`src/rtl/fetch_queue.sv`:
```
// fetch_queue: instruction prefetch unit. Issues one word-aligned fetch at a
// time toward instruction memory, buffers returned words with their byte
// addresses in a small FIFO, and flushes/refetches on a branch redirect.
module fetch_queue #(
    parameter int          DEPTH    = 4,
    parameter logic [31:0] RESET_PC = 32'h0
) (
    input  logic        clk,
    input  logic        reset,
    output logic        imem_req,
    output logic [31:0] imem_addr,
    input  logic        imem_ready,
    input  logic        imem_rvalid,
    input  logic [31:0] imem_rdata,
    output logic        inst_valid,
    output logic [31:0] inst,
    output logic [31:0] inst_pc,
    input  logic        inst_ready,
    input  logic        redirect,
    input  logic [31:0] redirect_pc
);

    localparam int               PTR_W      = $clog2(DEPTH);
    localparam logic [PTR_W:0]   FULL_COUNT = (PTR_W + 1)'(DEPTH);
    localparam logic [31:0]      WORD_MASK  = 32'hFFFF_FFFC;

    typedef enum logic [1:0] {
        IDLE = 2'd0,
        WAIT = 2'd1,
        DROP = 2'd2
    } state_t;

    state_t             state;
    logic [31:0]        fetch_pc;
    logic [31:0]        req_pc;
    logic [31:0]        fifo_inst [DEPTH];
    logic [31:0]        fifo_pc   [DEPTH];
    logic [PTR_W-1:0]   rd_ptr;
    logic [PTR_W-1:0]   wr_ptr;
    logic [PTR_W:0]     count;
    logic               full;
    logic               empty;
    logic               push;
    logic               pop;
    logic [31:0]        redirect_addr;

    // The low two bits of a redirect target are dropped so every fetch is word aligned.
    assign redirect_addr = redirect_pc & WORD_MASK;

    assign full  = (count == FULL_COUNT);
    assign empty = (count == '0);

    // A new fetch may only leave while nothing is outstanding and there is room
    // for its response; a redirect in the same cycle suppresses it so the stale
    // address is never accepted.
    assign imem_req  = ~reset & (state == IDLE) & ~full & ~redirect;
    assign imem_addr = fetch_pc;

    // Responses are kept only in WAIT; a redirect in the same cycle discards them.
    assign push = (state == WAIT) & imem_rvalid & ~redirect;

    // Decode sees nothing while a redirect is flushing the queue.
    assign inst_valid = ~empty & ~redirect;
    assign pop        = inst_valid & inst_ready;
    assign inst       = empty ? '0 : fifo_inst[rd_ptr];
    assign inst_pc    = empty ? '0 : fifo_pc[rd_ptr];

    // Fetch sequencer: tracks the single outstanding request and the next fetch address.
    always_ff @(posedge clk or posedge reset) begin
        if (reset) begin
            state    <= IDLE;
            fetch_pc <= RESET_PC & WORD_MASK;
            req_pc   <= '0;
        end else if (redirect) begin
            fetch_pc <= redirect_addr;
            if (state == IDLE || imem_rvalid) begin
                state <= IDLE;
            end else begin
                state <= DROP;
            end
        end else begin
            case (state)
                IDLE: begin
                    if (imem_req && imem_ready) begin
                        state    <= WAIT;
                        req_pc   <= fetch_pc;
                        fetch_pc <= fetch_pc + 32'd4;
                    end
                end
                WAIT: begin
                    if (imem_rvalid) begin
                        state <= IDLE;
                    end
                end
                DROP: begin
                    if (imem_rvalid) begin
                        state <= IDLE;
                    end
                end
                default: begin
                    state <= IDLE;
                end
            endcase
        end
    end

    // Queue bookkeeping: pointers and occupancy, cleared outright on redirect.
    always_ff @(posedge clk or posedge reset) begin
        if (reset) begin
            rd_ptr <= '0;
            wr_ptr <= '0;
            count  <= '0;
        end else if (redirect) begin
            rd_ptr <= '0;
            wr_ptr <= '0;
            count  <= '0;
        end else begin
            if (push) begin
                wr_ptr <= wr_ptr + 1'b1;
            end
            if (pop) begin
                rd_ptr <= rd_ptr + 1'b1;
            end
            case ({push, pop})
                2'b10:   count <= count + 1'b1;
                2'b01:   count <= count - 1'b1;
                default: count <= count;
            endcase
        end
    end

    // Queue storage needs no reset: entries are only read while count says they are valid.
    always_ff @(posedge clk) begin
        if (push) begin
            fifo_inst[wr_ptr] <= imem_rdata;
            fifo_pc[wr_ptr]   <= req_pc;
        end
    end

endmodule

```
`config.mk`:
```
export PLATFORM = sky130hd
export DESIGN_NAME = fetch_queue
export DESIGN_NICKNAME = d
export VERILOG_FILES = /design/src/rtl/fetch_queue.sv
export SDC_FILE = /design/constraint.sdc
export NUM_CORES = 1
export LEC_CHECK = 0
export ABC_AREA = 1
export CAP_MARGIN = 10
export CORE_ASPECT_RATIO = 1.4
export CORE_MARGIN = 2
export CORE_UTILIZATION = 56
export DETAILED_ROUTE_END_ITERATION = 8
export PLACE_DENSITY = 0.8
export SKIP_CTS_REPAIR_TIMING = 1
export SLEW_MARGIN = 0
export SYNTH_ARGS = -nofsm -noshare
export SYNTH_HDL_FRONTEND = slang
export SYNTH_SLANG_ARGS = --single-unit
export TNS_END_PERCENT = 1
```
`constraint.sdc`:
```
create_clock -name clk -period 4.5 [get_ports clk]
set_input_delay 1.125 -clock clk [delete_from_list [all_inputs] [get_ports clk]]
set_output_delay 1.125 -clock clk [all_outputs]
set_load 0.005 [all_outputs]
```
==> flow_metrics.py, run 1 <==
metrics = {
    "run_status": {
        "outcome": "finished, final reports clean",
    },
    "clocking": {
        "htreeDepth": 1,
        "clkSinkCount": 317,
        "root_buffer": "clkbuf_16",
        "cts_buffers": 27,
        "clk_pin_slew_ns": 0.06,
        "insertion_delay_ns": 0.54,
        "clock_path_buffers": 3,
        "cts_tree": "done",
    },
    "route": {
        "wl_met3_um": 1820,
        "routed-wl-met2_um": 15300,
        "m1WireLength_um": 11200,
        "wl_per_cell_um": 17.0,
        "final_antenna_net_count": 0,
        "vias": 9596,
        "firstDrtPassIters": 5,
        "drt-initial-drc-count": 604,
        "maxUsedRoutingLayer": "met4",
        "drt_wl_total_um": 29300,
        "drt-vias-per-instance": 5.56,
        "drc": 0,
    },
    "min_path": {
        "hp-start": "req_pc[23]",
        "min_to": "fifo_pc[2][23]",
        "hp-class": "flop to flop",
        "min_path_cells": 0,
    },
    "worst_setup_path": {
        "reg2reg_from": "state[0]",
        "cp_num_buf_inv": 2,
        "cpPeakStageDelay_ns": 0.65,
        "crit_required_ns": 3.38,
        "path_class": "flop to output port",
        "ff2ff_path_depth": 9,
        "cp_common_cell": "nor2_1",
        "worstSetupEndpointType": "output port",
        "timing.reg2reg.setup_slack_ns": 2.16,
        "critPathSlowestCell": "dfrtp_4",
        "crit_fanout": 52,
        "cp-start-kind": "flop",
        "path_delay_family": "buffers and inverters",
        "arrival_ns": 2.86,
        "crit_chain": "buf_4 -> nor2_1 -> nor2_1 -> o21ai_0 -> a21oi_1 -> clkdlybuf4s50_1",
        "worstReg2RegEnd": "imem_addr[20]",
    },
    "synth": {
        "synth_edf_count": 248,
        "yosysWarnings": 0,
        "synthCells": 1256,
        "seq_area_frac_synth": 0.686,
        "synth_ff_type": "edfxtp_1",
        "avgSynthCellArea_um2": 10.6,
        "netlist.area_leader.share": 0.557,
        "netlist_area_um2": 13400,
        "yosys.area.top_type": "edfxtp_1",
        "async_flop_share": 0.218,
        "ys_ff_latch": 317,
        "synthTopCellsByArea": "edfxtp_1, dfrtp_1, nor2_1, o21ai_0, nand2_1",
        "synth_cell_types": 37,
    },
    "global_routing": {
        "grt_pass1_wl_um": 46000,
        "gr-total-overflow": 0,
        "grt_start_max_net_pins": 76,
        "grtUsageTotal": 0.230,
        "grt_pass1_vias": 9320,
        "grt_antenna_before_repair": 0,
    },
    "timing": {
        "drv_slew": 0,
        "period_share": 0.886,
        "worst_pin_slew_ns": 0.697,
        "fin_setup_tns_ns": 0,
        "setup_viol_count_final": 0,
        "skew_ns": 0.0190,
        "hold_viol": 0,
        "max-slew-margin-rel": 0.535,
        "rsz0062_at_grt": "no",
        "period_minus_slack_ns": 3.99,
        "fin_ws_ns": 0.511,
        "whs_ns": 0.524,
        "max_freq_ghz": 0.251,
    },
    "place": {
        "routabilityCongestion": 0.854,
        "portBuffers": 161,
        "preCtsSetupSlack_ns": 0.781,
        "dp_cells": 1676,
        "place_hpwl_um": 17800,
        "dpl_cell_area_um2": 15300,
    },
    "power_and_ir_drop": {
        "total_power_mw": 8.82,
        "p_per_area_nw_per_um2": 543,
        "leakage_nw": 6.03,
        "ir_worst_vdd_v": 0.000347,
    },
    "finish": {
        "final_util": 0.695,
        "mostFrequentLayoutCell": "nor2_1",
        "drive_gt1_frac": 0.0620,
        "stdcell_area_um2": 16200,
        "final_nets": 1477,
        "syn_to_final_growth_pct": 21.4,
        "diodes": 0,
        "final_cell_mix": "nor2_1, edfxtp_1, nand2_1, o21ai_0, clkdlybuf4s50_1",
        "instances_no_fill": 1726,
    },
    "flow_run": {
        "maxCapViolations": 0,
    },
    "floorplanning": {
        "dieArea_um2": 25200,
        "dieHeight_um": 187,
        "core-area_um2": 23400,
        "start_util": 0.572,
        "rows": 66,
        "die_x_um": 135,
        "io_pins": 168,
    },
}
synthesized netlist by cell type (2+ instances only):
cell	instances
a31oi_1	2
o21ai_1	4
buf_6	4
buf_2	16
edfxtp_1	248
inv_1	58
dfrtp_1	69
ha_1	7
a21oi_1	67
nor3_1	4
o21ai_2	4
inv_2	5
buf_4	5
nand3_1	50
o21ai_0	163
buf_1	6
clkbuf_1	37
nand4_1	7
o211ai_1	4
nor2_1	294
nor2_2	4
xor2_1	4
o22ai_1	3
nand2_1	178
registers in the layout, indices dropped and copies added (netlist names):
name / flops
wr_ptr: 2
imem_addr: 30
state: 2
req_pc: 30
count: 3
fifo_inst: 128
fifo_pc: 120
rd_ptr: 2
layer usage:
metal | global-route usage | vias up
met3 | 0.0333 | 76
met1 | 0.280 | 4583
met2 | 0.409 | 367
li1 | - | 4570
met4 | 0.0947 | 0
met5 | 0 | -
worst max path at each step:
stage	from	to	cells after the start
2_1_floorplan	redirect	fifo_inst[0][0]	4
3_3_place_gp	redirect	inst_valid	4
3_5_place_dp	redirect	inst_valid	4
4_1_cts	rd_ptr[0]	inst_pc[25]	6
5_1_grt	rd_ptr[0]	inst_pc[12]	6
6_report	rd_ptr[0]	inst[1]	6
logic make-up (layout without fill, tap and decap cells):
family	Yosys count	after routing	share of synthesized area
flops	317	317	0.686
fa+ha+maj	8	8	0.00805
simple gates	542	542	0.162
other cells	1	4	0.000280
xor+xnor	5	5	0.00327
buf+inv	131	292	0.0419
compound gates	252	252	0.0981
report_power, final:
part	switching (mW)	internal [mW]	total (mW)
Clock	0.985	1.41	2.39
Sequential	0.322	3.55	3.87
Combinational	1.36	1.19	2.56
layout make-up:
type / count / area [um^2]
tap: 306 / 383
clock buffer: 43 / 847
timing repair buffer: 179 / 1820
sequential: 317 / 9180
fill: 1647 / 7130
inverter: 63 / 236
clock inverter: 7 / 93.8
multi-input combinational: 811 / 3680
No activity file was read; power rests on OpenSTA's default activity.
==> inputs of run 2 (changes only) <==
--- a/config.mk
+++ b/config.mk
@@ -6,7 +6,7 @@
 export NUM_CORES = 1
 export LEC_CHECK = 0
 export ABC_AREA = 1
-export CAP_MARGIN = 10
+export CAP_MARGIN = 30
 export CORE_ASPECT_RATIO = 1.4
 export CORE_MARGIN = 2
 export CORE_UTILIZATION = 56
==> results of run 2 <==
The final DEF is identical to that of run 1; final timing and power are the same.
==> inputs of run 3 (changes only) <==
--- a/config.mk
+++ b/config.mk
@@ -9,9 +9,11 @@
 export CAP_MARGIN = 30
 export CORE_ASPECT_RATIO = 1.4
 export CORE_MARGIN = 2
-export CORE_UTILIZATION = 56
+export CORE_UTILIZATION = 50
+export CTS_CLUSTER_DIAMETER = 200
 export DETAILED_ROUTE_END_ITERATION = 8
-export PLACE_DENSITY = 0.8
+export GPL_ROUTABILITY_DRIVEN = 0
+export PLACE_DENSITY = 0.73
 export SKIP_CTS_REPAIR_TIMING = 1
 export SLEW_MARGIN = 0
 export SYNTH_ARGS = -nofsm -noshare
==> run 3 against run 2 <==
  * Non-clock buffer count increased by 3
  * Hold slack lost 0.0056 ns
  * Combinational power fell by 2%
  * Cell area is 0.43% higher
  * Sequential power is 1% higher
  * Via count down 2.5%
  * Total power grew 0.63%
  * Clock-buffer cell count fell by 10
  * Sequential share of layout area is 0.24 points lower
  * Critical endpoint is now inst_pc[12]
  * Largest cell class unchanged
  * Largest power group unchanged
==> flow_metrics.py, run 3 (synthesis gave the netlist of run 1 again) <==
metrics = {
    "power_and_ir_drop": {
        "p_per_area_nw_per_um2": 544,
        "clkPwrFrac": 0.276,
        "swShare": 0.302,
        "seqPwrFrac": 0.440,
        "intPower_mw": 6.20,
        "p_switching_mw": 2.68,
        "total_power_mw": 8.88,
        "ir_worst_vdd_v": 0.000274,
        "power.share.combinational": 0.283,
        "leakage_nw": 6.03,
    },
    "worst_setup_path": {
        "crit_fanout": 65,
        "crit_start": "rd_ptr[0]",
        "worstSetupEndpointType": "output port",
        "crit_chain": "buf_4 -> nor2_1 -> nor2_1 -> o21ai_0 -> a21oi_1 -> clkdlybuf4s50_1",
        "path_class": "flop to output port",
        "crit_required_ns": 3.38,
        "reg2reg_from": "state[1]",
        "arrival_ns": 3.02,
        "cp_common_cell": "nor2_1",
        "cpPeakStageDelay_ns": 0.89,
        "critPathSlowestCell": "dfrtp_4",
        "cp-start-kind": "flop",
    },
    "floorplanning": {
        "dieArea_um2": 28100,
        "start_util": 0.511,
        "die_x_um": 142,
        "io_pins": 168,
        "dieHeight_um": 198,
        "core-area_um2": 26200,
        "rows": 70,
    },
    "min_path": {
        "hp-class": "flop to flop",
        "hp-start": "req_pc[9]",
    },
    "route": {
        "drt_wl_total_um": 29700,
        "wl_per_cell_um": 17.0,
        "drt-vias-per-instance": 5.35,
        "drc": 0,
        "firstDrtPassIters": 5,
        "final_antenna_net_count": 0,
        "vias": 9357,
        "drt-initial-drc-count": 683,
    },
    "clocking": {
        "clk_pin_slew_ns": 0.06,
        "clkSinkCount": 317,
        "htreeDepth": 1,
        "cts_tree": "done",
        "clock_path_buffers": 3,
        "insertion_delay_ns": 0.53,
        "root_buffer": "clkbuf_16",
        "cts_buffers": 29,
    },
    "timing": {
        "whs_ns": 0.518,
        "max_freq_ghz": 0.242,
        "fin_ws_ns": 0.359,
        "worst_pin_slew_ns": 0.736,
        "rsz0062_at_grt": "no",
        "setup_viol_count_final": 0,
        "drv_slew": 0,
        "max-slew-margin-rel": 0.510,
        "period_share": 0.920,
        "hold_viol": 0,
        "skew_ns": 0.00886,
        "period_minus_slack_ns": 4.14,
    },
    "place": {
        "dpl_cell_area_um2": 15400,
        "place_hpwl_um": 18100,
        "preCtsSetupSlack_ns": 0.881,
        "portBuffers": 161,
    },
    "finish": {
        "syn_to_final_growth_pct": 22.0,
        "regMostFlops": "fifo_inst",
        "drive_gt1_frac": 0.0611,
        "stdcell_area_um2": 16300,
        "final_cell_mix": "nor2_1, edfxtp_1, nand2_1, o21ai_0, clkdlybuf4s50_1",
        "final_nets": 1482,
        "largest_reg_flops": 128,
        "mostFrequentLayoutCell": "nor2_1",
        "final_util": 0.623,
        "top_regs": "fifo_inst (128), fifo_pc (120)",
        "diodes": 0,
    },
    "flow_run": {
        "maxCapViolations": 0,
    },
    "global_routing": {
        "grt_start_max_net_pins": 66,
        "grtUsageTotal": 0.212,
        "grt_pass1_wl_um": 46900,
        "gr-total-overflow": 0,
        "grt_antenna_before_repair": 0,
        "grt_pass1_vias": 9252,
    },
    "run_status": {
        "outcome": "finished, final reports clean",
    },
}
-- run 3: metrics by stage --
| stage | instances | TNS (ns) |
|---|---|---|
| after floorplan | 1259 | -26.31 |
| after global placement | 1697 | 0 |
| after detailed placement | 1697 | 0 |
| after CTS | 1748 | 0 |
| after global routing | 1748 | 0 |
| final | 1748 | 0 |
-- run 3: worst max-delay path, delay by kind of cell, from the launching register on --
kind                   cells  cell delay [ns]
AOI/OAI and AO/OA          2             0.36
buffers and inverters      2             1.00
DFF                        1             0.89
and+or+nand+nor            2             0.17
-- run 3: power groups by stage --
stage | sequential, mW | combinational (mW) | clock, mW
after floorplan | 3.79 | 1.30 | 0
after global placement | 3.94 | 2.50 | 0
after detailed placement | 3.96 | 2.54 | 0
after CTS | 3.90 | 2.56 | 2.50
after global routing | 3.96 | 2.78 | 2.61
final | 3.91 | 2.51 | 2.45
-- run 3: path summary, 6_finish.rpt --
check	end	slack (ns)	cells past startpoint
hold / removal	fifo_pc[1][9]	0.52	0
max in group asynchronous	req_pc[8]	2.67	3
setup reg to reg	fifo_inst[0][14]	2.31	5
setup / recovery	inst_pc[12]	0.36	6
min in group asynchronous	count[0]	1.06	2
hold reg to reg	fifo_pc[1][9]	0.52	0
-- run 3: layer usage --
metal	share of wire	track usage	wire, um	vias up
met3	0.056	0.0279	1660	46
met1	0.40	0.262	11900	4461
met4	0.026	0.0719	765	0
met2	0.52	0.384	15400	281
li1	-	-	-	4569
met5	0	0	0	-
-- run 3: final cells by class --
cell class | count | area (um^2)
clock buffers | 33 | 741
clock inverters | 18 | 211
fillers | 2034 | 9880
inverters | 63 | 238
multi-input cells | 811 | 3680
flip-flops and latches | 317 | 9180
well taps | 324 | 405
repair buffers | 182 | 1860
